## src/rtl/cpu_pkg.sv

```systemverilog
// cpu_pkg: shared CPU front-end types and constants.
// Supplies the datapath width, the instruction size, the default reset
// vector and the entry format carried through the fetch buffer.
package cpu_pkg;

    localparam int XLEN = 32;
    localparam logic [XLEN-1:0] INSTR_BYTES = 32'd4;
    localparam logic [XLEN-1:0] DEFAULT_RESET_VECTOR = 32'h0000_0000;
    localparam logic [XLEN-1:0] ALIGN_MASK = 32'hFFFF_FFFC;

    typedef struct packed {
        logic [31:0] pc;
        logic [31:0] word;
    } fetch_entry_t;

    localparam fetch_entry_t FETCH_ENTRY_NULL = '{pc: 32'h0000_0000, word: 32'h0000_0000};

    // Sequential fetch address; wraps naturally at the top of the address space
    function automatic logic [XLEN-1:0] next_pc(input logic [XLEN-1:0] pc);
        return pc + INSTR_BYTES;
    endfunction

endpackage

```

## src/rtl/fetch_buffer.sv

```systemverilog
// fetch_buffer: small FIFO of fetched {pc, word} entries.
// The head entry is held in its own register so the decode-facing outputs
// come straight from flops and keep their last value when the FIFO drains
// or is flushed. Flush is synchronous and dominates push; a pop in the same
// cycle as a flush is simply absorbed by the flush.
module fetch_buffer
    import cpu_pkg::*;
#(
    parameter int DEPTH = 2,
    localparam int PTR_W = $clog2(DEPTH),
    localparam int CNT_W = PTR_W + 1
) (
    input  logic             clk,
    input  logic             rst,
    input  logic             push,
    input  fetch_entry_t     push_entry,
    input  logic             pop,
    input  logic             flush,
    output logic [CNT_W-1:0] occupancy,
    output fetch_entry_t     head
);

    localparam logic [PTR_W-1:0] PTR_ZERO = PTR_W'(1'b0);
    localparam logic [PTR_W-1:0] PTR_ONE  = PTR_W'(1'b1);
    localparam logic [CNT_W-1:0] CNT_ZERO = CNT_W'(1'b0);
    localparam logic [CNT_W-1:0] CNT_ONE  = CNT_W'(1'b1);

    fetch_entry_t     mem_r [DEPTH];
    fetch_entry_t     head_r;
    fetch_entry_t     head_next_s;
    logic [PTR_W-1:0] wr_ptr_r;
    logic [PTR_W-1:0] rd_ptr_r;
    logic [PTR_W-1:0] rd_ptr_adv_s;
    logic [CNT_W-1:0] count_r;
    logic [CNT_W-1:0] count_next_s;
    logic [CNT_W-1:0] remain_s;
    logic             do_pop_s;

    // Next count, read pointer and head entry after this cycle's pop/push/flush
    always_comb begin
        do_pop_s     = 1'b0;
        rd_ptr_adv_s = rd_ptr_r;
        remain_s     = count_r;
        count_next_s = count_r;
        head_next_s  = head_r;
        if (pop && (count_r != CNT_ZERO)) begin
            do_pop_s     = 1'b1;
            rd_ptr_adv_s = rd_ptr_r + PTR_ONE;
            remain_s     = count_r - CNT_ONE;
        end else begin
            do_pop_s     = 1'b0;
            rd_ptr_adv_s = rd_ptr_r;
            remain_s     = count_r;
        end
        if (flush) begin
            count_next_s = CNT_ZERO;
            head_next_s  = head_r;
        end else begin
            if (push) begin
                count_next_s = remain_s + CNT_ONE;
            end else begin
                count_next_s = remain_s;
            end
            if (remain_s != CNT_ZERO) begin
                head_next_s = mem_r[rd_ptr_adv_s];
            end else if (push) begin
                head_next_s = push_entry;
            end else begin
                head_next_s = head_r;
            end
        end
    end

    // Entry storage: write at the tail unless a flush discards the entry
    always_ff @(posedge clk or posedge rst) begin
        if (rst) begin
            for (int i = 0; i < DEPTH; i++) begin
                mem_r[i] <= FETCH_ENTRY_NULL;
            end
        end else if (push && !flush) begin
            mem_r[wr_ptr_r] <= push_entry;
        end
    end

    // Pointers, occupancy and the registered head entry
    always_ff @(posedge clk or posedge rst) begin
        if (rst) begin
            wr_ptr_r <= PTR_ZERO;
            rd_ptr_r <= PTR_ZERO;
            count_r  <= CNT_ZERO;
            head_r   <= FETCH_ENTRY_NULL;
        end else if (flush) begin
            wr_ptr_r <= PTR_ZERO;
            rd_ptr_r <= PTR_ZERO;
            count_r  <= CNT_ZERO;
            head_r   <= head_next_s;
        end else begin
            if (push) begin
                wr_ptr_r <= wr_ptr_r + PTR_ONE;
            end
            rd_ptr_r <= rd_ptr_adv_s;
            count_r  <= count_next_s;
            head_r   <= head_next_s;
        end
    end

    assign occupancy = count_r;
    assign head      = head_r;

endmodule

```

## src/rtl/instruction_fetch.sv

```systemverilog
// instruction_fetch: front-end fetch stage feeding instruction_decode.
// Owns the PC, requests words from a 1-cycle-latency synchronous memory,
// buffers the returned words with their PCs and hands them to decode over
// valid/ready. A redirect reloads the PC and flushes everything in flight.
// Optional build macro FETCH_MISALIGN_CHECK_EN: a misaligned redirect target
// raises a sticky o_FetchFault and halts fetch until an aligned redirect.
// Without it, target bits [1:0] are cleared and o_FetchFault stays 0.
module instruction_fetch
    import cpu_pkg::*;
#(
    parameter logic [XLEN-1:0] RESET_VECTOR = DEFAULT_RESET_VECTOR,
    parameter int BUFFER_DEPTH = 2
) (
    input  logic        i_Clock,
    input  logic        i_Reset,
    output logic        o_MemReadEnable,
    output logic [31:0] o_MemAddress,
    input  logic [31:0] i_MemData,
    input  logic        i_Redirect,
    input  logic [31:0] i_RedirectTarget,
    output logic        o_InstrValid,
    output logic [31:0] o_InstrWord,
    output logic [31:0] o_InstrPc,
    input  logic        i_InstrReady,
    output logic        o_FetchFault
);

    localparam int CNT_W = $clog2(BUFFER_DEPTH) + 1;
    localparam logic [CNT_W:0] DEPTH_LIMIT = BUFFER_DEPTH[CNT_W:0];
    localparam logic [CNT_W:0] DEM_ZERO    = {(CNT_W + 1){1'b0}};
    localparam logic [CNT_W:0] DEM_ONE     = {{CNT_W{1'b0}}, 1'b1};
    localparam logic [CNT_W-1:0] CNT_ZERO  = {CNT_W{1'b0}};

    logic [XLEN-1:0]  pc_r;
    logic [XLEN-1:0]  req_pc_r;
    logic             inflight_r;
    logic             fault_r;
    logic             fault_next_s;
    logic [XLEN-1:0]  redirect_pc_s;
    logic             issue_s;
    logic             pop_s;
    logic             instr_valid_s;
    logic [CNT_W:0]   demand_s;
    logic [CNT_W-1:0] occupancy_s;
    fetch_entry_t     push_entry_s;
    fetch_entry_t     head_s;

`ifdef FETCH_MISALIGN_CHECK_EN
    // Keep the raw target; a misaligned one sets the sticky fault, an aligned one clears it
    always_comb begin
        redirect_pc_s = i_RedirectTarget;
        fault_next_s  = fault_r;
        if (i_Redirect) begin
            fault_next_s = (i_RedirectTarget[1:0] != 2'b00);
        end else begin
            fault_next_s = fault_r;
        end
    end
`else
    // Force the target onto a word boundary; no fault is ever reported
    always_comb begin
        redirect_pc_s = i_RedirectTarget & ALIGN_MASK;
        fault_next_s  = 1'b0;
    end
`endif

    // Pop and issue decisions: room is judged after this cycle's pop, and redirect blocks issue
    always_comb begin
        instr_valid_s = (occupancy_s != CNT_ZERO);
        pop_s         = instr_valid_s & i_InstrReady;
        demand_s      = {1'b0, occupancy_s}
                      + (inflight_r ? DEM_ONE : DEM_ZERO)
                      - (pop_s ? DEM_ONE : DEM_ZERO);
        issue_s       = 1'b0;
        if (i_Reset) begin
            issue_s = 1'b0;
        end else if (i_Redirect) begin
            issue_s = 1'b0;
        end else if (fault_r) begin
            issue_s = 1'b0;
        end else if (demand_s < DEPTH_LIMIT) begin
            issue_s = 1'b1;
        end else begin
            issue_s = 1'b0;
        end
    end

    // Response entry pairs the returned word with the address that requested it
    always_comb begin
        push_entry_s.pc   = req_pc_r;
        push_entry_s.word = i_MemData;
    end

    // Program counter: redirect beats sequential advance
    always_ff @(posedge i_Clock or posedge i_Reset) begin
        if (i_Reset) begin
            pc_r <= RESET_VECTOR;
        end else if (i_Redirect) begin
            pc_r <= redirect_pc_s;
        end else if (issue_s) begin
            pc_r <= next_pc(pc_r);
        end
    end

    // Outstanding read tracking; a response landing in a redirect cycle is killed by the flush
    always_ff @(posedge i_Clock or posedge i_Reset) begin
        if (i_Reset) begin
            inflight_r <= 1'b0;
            req_pc_r   <= RESET_VECTOR;
        end else begin
            inflight_r <= issue_s;
            if (issue_s) begin
                req_pc_r <= pc_r;
            end
        end
    end

    // Sticky misaligned-redirect fault
    always_ff @(posedge i_Clock or posedge i_Reset) begin
        if (i_Reset) begin
            fault_r <= 1'b0;
        end else begin
            fault_r <= fault_next_s;
        end
    end

    fetch_buffer #(
        .DEPTH(BUFFER_DEPTH)
    ) u_fetch_buffer (
        .clk       (i_Clock),
        .rst       (i_Reset),
        .push      (inflight_r),
        .push_entry(push_entry_s),
        .pop       (pop_s),
        .flush     (i_Redirect),
        .occupancy (occupancy_s),
        .head      (head_s)
    );

    assign o_MemReadEnable = issue_s;
    assign o_MemAddress    = pc_r;
    assign o_InstrValid    = instr_valid_s;
    assign o_InstrWord     = head_s.word;
    assign o_InstrPc       = head_s.pc;
    assign o_FetchFault    = fault_r;

endmodule

```

## config.mk

```make
export PLATFORM = sky130hd
export DESIGN_NAME = instruction_fetch
export DESIGN_NICKNAME = d
export VERILOG_FILES = /design/src/rtl/cpu_pkg.sv /design/src/rtl/fetch_buffer.sv /design/src/rtl/instruction_fetch.sv
export SDC_FILE = /design/constraint.sdc
export NUM_CORES = 1
export LEC_CHECK = 0
export CAP_MARGIN = 20
export CORE_MARGIN = 5
export CORE_UTILIZATION = 59
export DETAILED_ROUTE_END_ITERATION = 7
export GPL_ROUTABILITY_DRIVEN = 0
export GPL_TIMING_DRIVEN = 0
export PLACE_DENSITY_LB_ADDON = 0.08
export SYNTH_ARGS = -nofsm -noshare
export SYNTH_HDL_FRONTEND = slang
export SYNTH_SLANG_ARGS = --single-unit
```

## constraint.sdc

```tcl
create_clock -name i_Clock -period 21.9 [get_ports i_Clock]
set_clock_uncertainty 0.2 [all_clocks]
set_input_delay 4.38 -clock i_Clock [delete_from_list [all_inputs] [get_ports i_Clock]]
set_output_delay 4.38 -clock i_Clock [all_outputs]
set_load 0.02 [all_outputs]
```

==> results_dict.tcl, run 1 <==
set metrics [dict create \
    finalCriticalPeriod_ns 12.98 \
    synth_common_cells "dfrtp_1, mux2_2, nand2_1, mux2i_1, clkbuf_1" \
    initialDrtViolationCount 711 \
    post_cts_buffers 0 \
    critPathRequiredTime_ns 17.32 \
    cts_tree "done" \
    placement.io_buffers 158 \
    arrival_ns 8.40 \
    relSlewSlack_pct 27.37 \
    synth_area_um2 11210 \
    synth_cells 947 \
    nNetsFinal 1213 \
    cts_sinks 251 \
    end_kind "output port" \
    fin_area_um2 14030 \
    clkTransAtPathRegs_ns 0.06 \
    hold_buffers 0 \
    status "finished, final reports clean" \
    drc_errors 0 \
    instances_no_fill 1389 \
    synth_top_area_share_pct 56.02 \
    leakage_nw 6.301 \
    crit_path_start_kind "primary input" \
    syn_to_final_growth_pct 25.16 \
    hold_class "flop to flop" \
    drv_cap 0 \
    fillers 1322 \
    hold_violations 0 \
    start_util_pct 59.94 \
    synth_area_leaders "dfrtp_1, mux2_2, mux2i_1, nand2_1, o32ai_1" \
    placed_area_um2 13160 \
    postLayoutSetupSlackWorst_ns 8.918 \
    grt_pass1_wl_um 47700 \
    firstDrtPassIters 5 \
    antenna_found_initial 0 \
    grt_setup_unrepaired "false" \
    finalMaxSlewViolations 0 \
    die-area_um2 21860 \
    yosys.area.top_type "dfrtp_1" \
    cts_resized 0 \
    post-synth-top-count-cell "dfrtp_1" \
    synth_ff_type "dfrtp_1" \
    setup_violations 0 \
    core_um2 18710 \
    finalSetupTns_ns 0 \
    grt_max_degree 99 \
    drive_above_1_share_pct 16.28 \
    critPathMaxFanout 11 \
    netlist-cell-type-count 53 \
    cts.htree.levels 1 \
    cts_made_buffers 26 \
    grt_util_all_layers_pct 26.68 \
    worstMarginPinSlew_ns 1.090 \
    vias_per_cell 6.316 \
    dr_total_vias 8773 \
    dp.cells 1345 \
    ys_seq_area_share_pct 56.02 \
    row_count 50 \
    synth_seq_cells 251 \
    post-route-period-util_pct 59.28 \
    critPathKind "primary input to output port" \
    hpwl_um 19680 \
    synth_edf_count 0 \
    ys_warn_count 0 \
    pre_cts_ws_ns 9.023 \
    gr-total-overflow 0 \
    n_antenna_cell 0 \
    routedWlPerCell_um 21.11 \
    ant_nets 0 \
    max-vdd-ir-drop_v 0.00007956 \
    dieWidth_um 147.9 \
    boundaryPins 167 \
    powerDensity_nw_per_um2 151.1 \
    die_y_um 147.9 \
    routed_wl_um 29330 \
    grt_pass1_vias 8892 \
    ys_async_sr_fraction_pct 100.0 \
    syn_area_per_cell_um2 11.84 \
    worstSkewPairLatency_ns 0.52 \
    cts-root-buf "clkbuf_16" \
    fmax_ghz 0.07703 \
    clock_path_buffers 3 \
]
[cell type report]
| type | instances | area, um^2 | share of cell area [%] |
|---|---|---|---|
| sequential | 251 | 6281 | 44.76 |
| multi-input combinational | 612 | 4584 | 32.67 |
| timing repair buffer | 160 | 1637 | 11.66 |
| clock buffer | 40 | 824.5 | 5.876 |
| buffer | 72 | 301.5 | 2.149 |
| tap | 234 | 292.8 | 2.086 |
| inverter | 16 | 67.56 | 0.4815 |
| clock inverter | 4 | 45.04 | 0.3210 |
[layout by cell type, fill, tap and decap left out, types with 7 or more instances in the layout]
master             n
clkbuf_1          64
a21oi_1           52
clkbuf_16         27
a22oi_1            9
nor2_1            23
nand3_1           25
clkdlybuf4s50_1  158
or4_1              9
nand4_1           12
nand2_1          112
dfrtp_1          251
o22ai_1           16
inv_1             13
o311ai_0          16
o211ai_1           8
o32ai_1           46
a221oi_1          16
mux2i_1           62
o21ai_0           10
nor3_1             7
clkbuf_8          10
mux2_2           126
[where the power goes]
part	total (mW)	internal, mW	leakage, nW	switching (mW)
clock network	0.442	0.268	0.434	0.174
logic	0.853	0.400	2.73	0.453
registers	0.826	0.672	3.14	0.154
[registers in the layout (all words and copies together), names as in the netlist]
name,count
req_pc_r,30
u_fetch_buffer.head,62
inflight_r,1
u_fetch_buffer.wr_ptr_r,1
u_fetch_buffer.occupancy,2
o_MemAddress,30
u_fetch_buffer.rd_ptr_r,1
u_fetch_buffer.mem_r,124
[kinds of logic after synthesis]
kind of cell,Yosys count,share of synthesized area [%]
flops,251,56.02
simple gates,221,9.385
mux,188,18.19
compound gates,187,11.95
buf+inv,88,3.225
fa+ha+maj,6,0.7365
xor+xnor,5,0.4576
other cells,1,0.03345
[final timing paths]
kind / startpoint / to / slack, ns / depth (start not counted)
max: i_InstrReady / o_MemReadEnable / 8.92 / 13
min: u_fetch_buffer.mem_r[3] / u_fetch_buffer.mem_r[3] / 0.30 / 1
max reg2reg: u_fetch_buffer.occupancy[1] / o_MemAddress[13] / 17.60 / 15
min reg2reg: u_fetch_buffer.mem_r[3] / u_fetch_buffer.mem_r[3] / 0.30 / 1
max in group asynchronous: i_Reset / u_fetch_buffer.head[58] / 15.99 / 4
min in group asynchronous: i_Reset / o_MemAddress[12] / 4.24 / 2
[critical path: stages]
cell             delay, ns
clkdlybuf4s50_1       0.45
nor2b_1               0.12
clkbuf_1              0.29
ha_1                  0.32
inv_1                 0.07
ha_1                  0.13
inv_1                 0.05
fa_1                  0.50
nor2b_1               0.24
nand3_1               0.35
clkinv_1              0.27
clkbuf_1              0.47
clkdlybuf4s50_1       0.75
[through the flow]
step / total power [mW] / hold slack, ns / utilization, %
floorplan: 1.337 / 0.2787 / -
global placement: 1.643 / 0.2851 / 70.04
detailed placement: 1.673 / 0.2918 / 70.37
CTS: 2.124 / 0.3050 / 75.02
global route: 2.236 / 0.3150 / 75.02
finish: 2.121 / 0.3029 / 75.02
[routing by layer]
metal	GRT usage [%]	share of wire [%]	up-vias
li1	-	-	3924
met1	38.15	43	4446
met2	42.85	47	345
met3	4.506	7.3	58
met4	7.206	2.4	0
met5	0	0	-
(Power assumes the default switching activity.)
==> run 2: changes to the inputs <==
Settings changed: CORE_UTILIZATION 59 to 54.
Clock period 21.9 ns to 12.3 ns, I/O delays scaled along.
==> run 2 against run 1 <==
  * Die area increased by 8.6%
  * Core utilization shrank 5.7 points
  * Sequential share of layout area shrank 0.26 points
  * Total power rose by 79%
  * Count of clock-buffer cells in the layout fell by 3
==> results_dict.tcl, run 2 (synthesized netlist as in run 1, its figures left out) <==
set metrics [dict create \
    clock_path_buffers 3 \
    leakage_nw 6.323 \
    layout_commonest_cell "dfrtp_1" \
    grt_max_degree 94 \
    total_power_mw 3.800 \
    hold_class "flop to flop" \
    relSlewSlack_pct 43.45 \
    ant_nets 0 \
    hpwl_um 19960 \
    end_kind "output port" \
    boundaryPins 167 \
    drc_errors 0 \
    critPathKind "primary input to output port" \
    arrival_ns 6.50 \
    grt_pass1_vias 8919 \
    grt_pass1_wl_um 48020 \
    drive_above_1_share_pct 16.71 \
    wl_met2_um 14160 \
    critPathMaxFanout 11 \
    start_util_pct 55.06 \
    initialDrtViolationCount 706 \
    dieWidth_um 154.1 \
    cts-root-buf "clkbuf_16" \
    hold_buffers 0 \
    top_register "u_fetch_buffer.mem_r" \
    wl_met1_um 13010 \
    largest_reg_flops 124 \
    row_count 52 \
    fillers 1552 \
    cts_resized 0 \
    vias_per_cell 6.048 \
    grt_util_all_layers_pct 24.60 \
    n_antenna_cell 0 \
    final_cell_mix "dfrtp_1, clkdlybuf4s50_1, mux2_2" \
    routed_wl_um 29590 \
    worstSkewPairLatency_ns 0.53 \
    worstMarginPinSlew_ns 0.8483 \
    finalSetupTns_ns 0 \
    cts.htree.levels 1 \
    die_y_um 154.1 \
    placement.io_buffers 158 \
    crit_path_start_kind "primary input" \
    top_layer "met4" \
    cts_tree "done" \
    fmax_ghz 0.1092 \
    grt_setup_unrepaired "false" \
    post_cts_buffers 0 \
    routedWlPerCell_um 20.68 \
    gr-total-overflow 0 \
    nNetsFinal 1215 \
    powerDensity_nw_per_um2 269.2 \
    cts_sinks 251 \
    antenna_found_initial 0 \
    syn_to_final_growth_pct 25.90 \
    routed-wl-met3_um 1993 \
    firstDrtPassIters 5 \
    post-route-period-util_pct 74.46 \
    fin_area_um2 14120 \
    finalCriticalPeriod_ns 9.159 \
    placed_area_um2 13210 \
    hold_violations 0 \
    finalMaxSlewViolations 0 \
    setup_violations 0 \
    max-vdd-ir-drop_v 0.0001465 \
    critPathRequiredTime_ns 9.64 \
    dr_total_vias 8655 \
    clkTransAtPathRegs_ns 0.06 \
    core_um2 20360 \
    drv_cap 0 \
    die-area_um2 23750 \
    status "finished, final reports clean" \
    cts_made_buffers 27 \
]
==> run 2: worst paths after layout <==
path | start | slack, ns | endpoint | depth (start not counted)
setup / recovery | i_InstrReady | 3.14 | o_MemReadEnable | 13
hold / removal | u_fetch_buffer.mem_r[21] | 0.30 | u_fetch_buffer.mem_r[21] | 1
setup reg to reg | u_fetch_buffer.occupancy[1] | 7.98 | o_MemAddress[13] | 15
hold reg to reg | u_fetch_buffer.mem_r[21] | 0.30 | u_fetch_buffer.mem_r[21] | 1
max in group asynchronous | i_Reset | 8.76 | u_fetch_buffer.mem_r[52] | 3
min in group asynchronous | i_Reset | 2.33 | req_pc_r[31] | 2
==> run 2: worst max-delay path: stages <==
cell and delay, ns:
clkdlybuf4s50_1 0.45, nor2b_1 0.11, clkbuf_1 0.27, ha_1 0.33
inv_1 0.07, ha_1 0.13, inv_1 0.05, fa_1 0.51
nor2b_1 0.25, nand3_1 0.36, clkinv_1 0.27, clkbuf_1 0.47
clkdlybuf4s50_1 0.77
==> run 2: report_power, final <==
part	leakage [nW]	switching, mW	internal [mW]	total, mW
Clock	0.451	0.329	0.486	0.816
Combinational	2.73	0.803	0.714	1.52
Sequential	3.14	0.272	1.20	1.47
Total	6.32	1.40	2.40	3.80
==> run 2: area by class of cell <==
| class | instances | area, um^2 | share of cell area [%] |
|---|---|---|---|
| Tap cell | 270 | 337.8 | 2.393 |
| Sequential cell | 251 | 6281 | 44.50 |
| Clock buffer | 37 | 783.3 | 5.549 |
| Buffer | 72 | 301.5 | 2.136 |
| Timing Repair Buffer | 161 | 1644 | 11.65 |
| Multi-Input combinational cell | 612 | 4584 | 32.48 |
| Clock inverter | 12 | 116.4 | 0.8243 |
| Inverter | 16 | 67.56 | 0.4786 |
==> run 2: routing by layer <==
layer	vias to the layer above	track usage [%]
li1	3918	-
met1	4394	35.07
met2	304	39.79
met3	39	4.300
met4	0	5.551
met5	-	0
==> run 2: metrics by stage <==
stage	cells	hold slack (ns)	utilization, %	setup slack (ns)
detailed placement	1381	0.2913	64.86	3.257
floorplan	951	0.2787	-	2.740
global route	1431	0.3091	69.32	2.906
finish	1431	0.3026	69.32	3.141
CTS	1430	0.3052	69.28	3.208
global placement	1379	0.2857	64.56	-0.4341
